`src/rtl/sc_life_event_controller_pkg.sv`:
```
// Shared types and constants for the life-counter command controller.
// INIT_LIVES must track the life counter's clear value.
package sc_life_event_controller_pkg;

    typedef enum logic [2:0] {
        ST_IDLE     = 3'd0,
        ST_START    = 3'd1,
        ST_PLAY     = 3'd2,
        ST_BONUS    = 3'd3,
        ST_HIT      = 3'd4,
        ST_SETTLE   = 3'd5,
        ST_RESPAWN  = 3'd6,
        ST_GAMEOVER = 3'd7
    } state_e;

    // Counter command encoding is active-low: a zero bit selects the action.
    localparam logic [1:0] CMD_DEC  = 2'b10;
    localparam logic [1:0] CMD_INC  = 2'b01;
    localparam logic [1:0] CMD_HOLD = 2'b11;

    localparam int INIT_LIVES = 3;

    function automatic logic isPlayingState(input state_e s);
        return (s == ST_PLAY)   || (s == ST_BONUS) || (s == ST_HIT) ||
               (s == ST_SETTLE) || (s == ST_RESPAWN);
    endfunction

endpackage

```
`src/rtl/sc_life_event_controller_edge_detect.sv`:
```
// Registered rising-edge detector: one-cycle pulse when the input goes 0 -> 1.
module sc_edge_detect (
    input  logic i_clock,
    input  logic i_reset,
    input  logic i_level,
    output logic o_pulse
);

    logic r_level;

    always_ff @(posedge i_clock or posedge i_reset) begin
        if (i_reset) begin
            r_level <= 1'b0;
        end else begin
            r_level <= i_level;
        end
    end

    assign o_pulse = i_level & ~r_level;

endmodule

```
`src/rtl/sc_life_event_controller.sv`:
```
// Turns collision/bonus/start edges into single-cycle active-low life-counter
// commands, with a post-hit respawn window, a life ceiling and game-over detection.
module sc_life_event_controller
    import sc_life_event_controller_pkg::*;
#(
    parameter int DATAWIDTH      = 8,
    parameter int MAX_LIVES      = 5,
    parameter int RESPAWN_CYCLES = 50000000
) (
    input  logic                 SC_upLIFECOUNTER_CLOCK_50,
    input  logic                 SC_upLIFECOUNTER_RESET_InHigh,
    input  logic                 start_InHigh,
    input  logic                 collision_InHigh,
    input  logic                 bonus_InHigh,
    input  logic [DATAWIDTH-1:0] lives_InBUS,
    output logic [1:0]           upcount_OutLow,
    output logic                 clear_OutLow,
    output logic                 respawn_OutHigh,
    output logic                 playing_OutHigh,
    output logic                 gameover_OutHigh
);

    localparam int                      TIMERWIDTH    = $clog2(RESPAWN_CYCLES + 1);
    localparam logic [TIMERWIDTH-1:0]   TIMER_LOAD    = TIMERWIDTH'(RESPAWN_CYCLES - 1);
    localparam logic [DATAWIDTH-1:0]    LIVES_CEILING = DATAWIDTH'(MAX_LIVES);

    state_e                  r_state;
    state_e                  w_stateNext;
    logic [TIMERWIDTH-1:0]   r_timer;
    logic [TIMERWIDTH-1:0]   w_timerNext;
    logic                    w_startPulse;
    logic                    w_collisionPulse;
    logic                    w_bonusPulse;
    logic                    w_livesZero;

    sc_edge_detect u_startEdge (
        .i_clock (SC_upLIFECOUNTER_CLOCK_50),
        .i_reset (SC_upLIFECOUNTER_RESET_InHigh),
        .i_level (start_InHigh),
        .o_pulse (w_startPulse)
    );

    sc_edge_detect u_collisionEdge (
        .i_clock (SC_upLIFECOUNTER_CLOCK_50),
        .i_reset (SC_upLIFECOUNTER_RESET_InHigh),
        .i_level (collision_InHigh),
        .o_pulse (w_collisionPulse)
    );

    sc_edge_detect u_bonusEdge (
        .i_clock (SC_upLIFECOUNTER_CLOCK_50),
        .i_reset (SC_upLIFECOUNTER_RESET_InHigh),
        .i_level (bonus_InHigh),
        .o_pulse (w_bonusPulse)
    );

    assign w_livesZero = (lives_InBUS == '0);

    // Collision outranks bonus in PLAY, so a simultaneous bonus is simply dropped.
    always_comb begin
        w_stateNext = r_state;
        w_timerNext = r_timer;
        case (r_state)
            ST_IDLE: begin
                if (w_startPulse) w_stateNext = ST_START;
            end
            ST_START: begin
                w_stateNext = ST_PLAY;
            end
            ST_PLAY: begin
                if (w_livesZero)           w_stateNext = ST_GAMEOVER;
                else if (w_collisionPulse) w_stateNext = ST_HIT;
                else if (w_bonusPulse)     w_stateNext = ST_BONUS;
            end
            ST_BONUS: begin
                w_stateNext = ST_PLAY;
            end
            ST_HIT: begin
                w_stateNext = ST_SETTLE;
            end
            ST_SETTLE: begin
                if (w_livesZero) begin
                    w_stateNext = ST_GAMEOVER;
                end else begin
                    w_timerNext = TIMER_LOAD;
                    w_stateNext = ST_RESPAWN;
                end
            end
            ST_RESPAWN: begin
                if (r_timer == '0) w_stateNext = ST_PLAY;
                else               w_timerNext = r_timer - TIMERWIDTH'(1);
            end
            ST_GAMEOVER: begin
                if (w_startPulse) w_stateNext = ST_START;
            end
            default: begin
                w_stateNext = ST_IDLE;
            end
        endcase
    end

    always_ff @(posedge SC_upLIFECOUNTER_CLOCK_50 or posedge SC_upLIFECOUNTER_RESET_InHigh) begin
        if (SC_upLIFECOUNTER_RESET_InHigh) begin
            r_state <= ST_IDLE;
            r_timer <= '0;
        end else begin
            r_state <= w_stateNext;
            r_timer <= w_timerNext;
        end
    end

    always_comb begin
        upcount_OutLow = CMD_HOLD;
        case (r_state)
            ST_BONUS: upcount_OutLow = (lives_InBUS < LIVES_CEILING) ? CMD_INC : CMD_HOLD;
            ST_HIT:   upcount_OutLow = CMD_DEC;
            default:  upcount_OutLow = CMD_HOLD;
        endcase
    end

    assign clear_OutLow     = (r_state != ST_START);
    assign respawn_OutHigh  = (r_state == ST_RESPAWN);
    assign gameover_OutHigh = (r_state == ST_GAMEOVER);
    assign playing_OutHigh  = isPlayingState(r_state);

endmodule
```
`config.mk`:
```
export PLATFORM = sky130hd
export DESIGN_NAME = sc_life_event_controller
export DESIGN_NICKNAME = d
export VERILOG_FILES = /design/src/rtl/sc_life_event_controller_pkg.sv /design/src/rtl/sc_life_event_controller_edge_detect.sv /design/src/rtl/sc_life_event_controller.sv
export SDC_FILE = /design/constraint.sdc
export NUM_CORES = 1
export LEC_CHECK = 0
export ABC_AREA = 1
export CAP_MARGIN = 20
export CORE_ASPECT_RATIO = 1.5
export CORE_MARGIN = 3
export CORE_UTILIZATION = 50
export DETAILED_ROUTE_END_ITERATION = 8
export PLACE_DENSITY = 0.73
export RECOVER_POWER = 50
export SYNTH_ARGS = -nofsm -noshare
export SYNTH_HDL_FRONTEND = slang
export SYNTH_SLANG_ARGS = --single-unit
```
`constraint.sdc`:
```
create_clock -name SC_upLIFECOUNTER_CLOCK_50 -period 1.6 [get_ports SC_upLIFECOUNTER_CLOCK_50]
set_input_delay 0.24 -clock SC_upLIFECOUNTER_CLOCK_50 [delete_from_list [all_inputs] [get_ports SC_upLIFECOUNTER_CLOCK_50]]
set_output_delay 0.24 -clock SC_upLIFECOUNTER_CLOCK_50 [all_outputs]
set_load 0.02 [all_outputs]
```
==> out/qor.yml <==
yosys:
  mappedNetlistArea_mm2: 0.00234
  syn_area_per_cell_um2: 6.85
  netlist_instances: 341
  synth_ff_type: "dfrtp_1"
  async_reset_ff_share_pct: 100
  synthDistinctLibCells: 36
  yosys-top-cells-area: "dfrtp_1, nand2_1, nor2_1"
  synth-seq-cells: 32
  synth_edf_count: 0
  synth_nets: 355
  yosysSeqAreaShare_pct: 34.3
  synth_top_area_share_pct: 34.3
  yosys.area.top_type: "dfrtp_1"
  yosys_warnings: 0
detailed_routing:
  vias: 2389
  via_per_inst: 5.26
  ant_nets: 0
  wl_per_cell_um: 13.8
  drtIter0Drc: 126
  routed_wl_mm: 6.25
  drc: 0
  first_pass_iters: 4
floorplanning:
  coreArea_mm2: 0.00435
  ios: 19
  die_h_um: 89.7
  placementRows: 29
  die-area_mm2: 0.00555
  die_x_um: 61.8
  initial_core_util_pct: 53.6
worst_setup_path:
  crit_arrival_ns: 1.79
  crit_buf_inv: 2
  path_cells: "inv_2 > ha_4 > nand2_2 > nor2_1 > buf_4 > xnor2_1 > nor2_1 > nand2_1 > nand2_1"
  crit_family: "simple AND/OR/NAND/NOR gates"
  endpoint_kind: "flop"
  worstSetupStartpointType: "flop"
  critPathMaxFanout: 4
  slowest_delay_ns: 0.40
  crit_required_ns: 1.79
  critical_path_class: "reg2reg"
  slowest_stage: "dfrtp_1"
cts:
  clkSinkCount: 32
  hold_buffers: 0
  cts_buffer_depth: 2
  h-tree-depth: 2
  cts_tree: "built"
  numCtsBuffers: 5
  clkTransAtPathRegs_ns: 0.07
  clk_latency_ns: 0.29
  root_buffer: "clkbuf_8"
sta:
  hold_viol_final: 0
  setup-tns-final_ns: -0.00417
  maxSlewViolCount: 0
  setup_violations: 1
  fin_crit_ns: 1.60
  max_freq_mhz: 623
  worstMarginPinSlew_ns: 0.848
  setup_ws_ns: -0.00417
  min_period_over_period_pct: 100
  fin_skew_ns: 0.00702
  slew_headroom_pct: 43.4
  rsz0062_at_grt: "true"
pwr:
  vdd.ir_drop.worst_mv: 1.14
  p_leak_nw: 1.54
  finalPower_mw: 5.34
  p_per_area_mw_per_mm2: 1710
layout:
  final_util_pct: 71.8
  regArea_um2: 808
  drive_above_1_share_pct: 32.8
  fill_cells: 343
  nets: 421
  diodes: 0
  area_delta_synth_final_pct: 33.7
  fin_area_mm2: 0.00312
  multi_input_area_mm2: 0.00144
placed_design:
  dpl_cell_area_mm2: 0.00281
  portBuffers: 18
  post-dp-hpwl_mm: 4.07
  place_congestion: 0.893
  dp_slack_ns: -0.285
global_routing:
  grt_max_degree: 33
  grt_util_all_layers_pct: 23.1
  antenna_found_initial: 0
  grt_pass1_vias: 2304
  grt_overflow: 0
  grt_pass1_wl_mm: 9.94
job:
  timing.max_cap.violations: 0
hold_path:
  hold_path.class: "reg2reg"
run_status:
  violations: "setup timing"
  status: "finished with violations"
==> registers in the layout (all words and copies together), names as in the netlist <==
| signal | count |
|---|---|
| r_state | 3 |
| r_timer | 26 |
| u_bonusEdge.r_level | 1 |
| u_collisionEdge.r_level | 1 |
| u_startEdge.r_level | 1 |
==> path summary, 6_finish.rpt <==
check | slack (ns) | startpoint | end | cells past startpoint
max in group asynchronous | 0.38 | SC_upLIFECOUNTER_RESET_InHigh | r_timer[11]$_DFFE_PP0P_ | 3
worst min register to register | 0.51 | r_timer[0]$_DFFE_PP0P_ | r_timer[0]$_DFFE_PP0P_ | 2
worst max register to register | -0.004 | r_timer[0]$_DFFE_PP0P_ | r_timer[8]$_DFFE_PP0P_ | 9
worst min-delay path | 0.51 | r_timer[0]$_DFFE_PP0P_ | r_timer[0]$_DFFE_PP0P_ | 2
worst max-delay path | -0.004 | r_timer[0]$_DFFE_PP0P_ | r_timer[8]$_DFFE_PP0P_ | 9
min in group asynchronous | 0.64 | SC_upLIFECOUNTER_RESET_InHigh | r_timer[3]$_DFFE_PP0P_ | 3
==> cell type report <==
class                      instances  share of cell area [%]
clock buffer                       6                    2.32
clock inverter                     2                    1.12
inverter                          32                    4.00
multi-input combinational        270                    46.2
sequential                        32                    25.9
tap                               46                    1.84
timing repair buffer              66                    18.7
==> cell families (layout without fill, tap and decap cells) <==
family	after synthesis	in the layout	share of synthesized area [%]
buffers and inverters	39	106	8.52
AOI/OAI and AO/OA	17	17	5.73
xor gates and xnor gates	7	7	2.62
and+or+nand+nor	245	245	48.3
adders and majority gates	1	1	0.536
DFF	32	32	34.3
==> power by group <==
part	switching (mW)	leakage [nW]	internal, mW	total [mW]
Combinational	1.73	1.10	1.37	3.11
Clock	0.323	0.0552	0.462	0.786
Sequential	0.333	0.385	1.11	1.44
Total	2.39	1.54	2.95	5.34
==> placed cells by master (no fill, tap or decap), drive strengths merged, types with 5 or more instances in the layout <==
master         Yosys  final
clkbuf             1      9
nand4             13     13
inv               32     32
clkdlybuf4s50      0      8
dfrtp             32     32
nor2              63     63
buf                6     49
nand3             31     31
or2                5      5
nand2            128    128
o21ai             11     11
==> stage by stage <==
step           hold slack, ns  instances
6_report                0.509        454
5_1_grt                 0.520        454
4_1_cts                 0.357        444
3_5_place_dp            0.474        433
3_3_place_gp            0.472        433
2_1_floorplan           0.271        341
==> per-layer routing <==
metal | share of wire (%) | global-route usage (%) | vias up | wire length [um]
met5 | 0 | 0 | - | 0
met4 | 3.0 | 8.32 | 0 | 187
met3 | 3.5 | 4.73 | 14 | 217
met2 | 54 | 40.9 | 46 | 3370
met1 | 40 | 25.8 | 1117 | 2470
li1 | - | - | 1212 | -
==> what timing repair did <==
action | CTS | global route
pin swaps | 2 | 10
gates resized for setup | 17 | 35
endpoints found under the setup margin | 23 | 33
cloned | 0 | 1
setup buffers | 3 | 10
endpoints found under the hold margin | 0 | 0
==> Yosys cell counts, types with 2 or more instances <==
cell	number
or2_2	3
nor2_1	54
xnor2_1	3
inv_4	2
inv_2	5
nand3_1	29
xor2_1	4
inv_1	25
buf_6	2
dfrtp_1	32
nand4_1	13
a21oi_1	3
o21ai_2	11
nand2_4	2
nor2_2	6
nor2_4	2
nor3b_1	2
nand2_1	115
nand2_2	11
==> worst register-to-register path, cell delays in order (launching register included) <==
cell,delay [ns]
dfrtp_1,0.40
inv_2,0.08
ha_4,0.14
nand2_2,0.10
nor2_1,0.34
buf_4,0.18
xnor2_1,0.11
nor2_1,0.06
nand2_1,0.06
nand2_1,0.04
(Power assumes the default switching activity.)
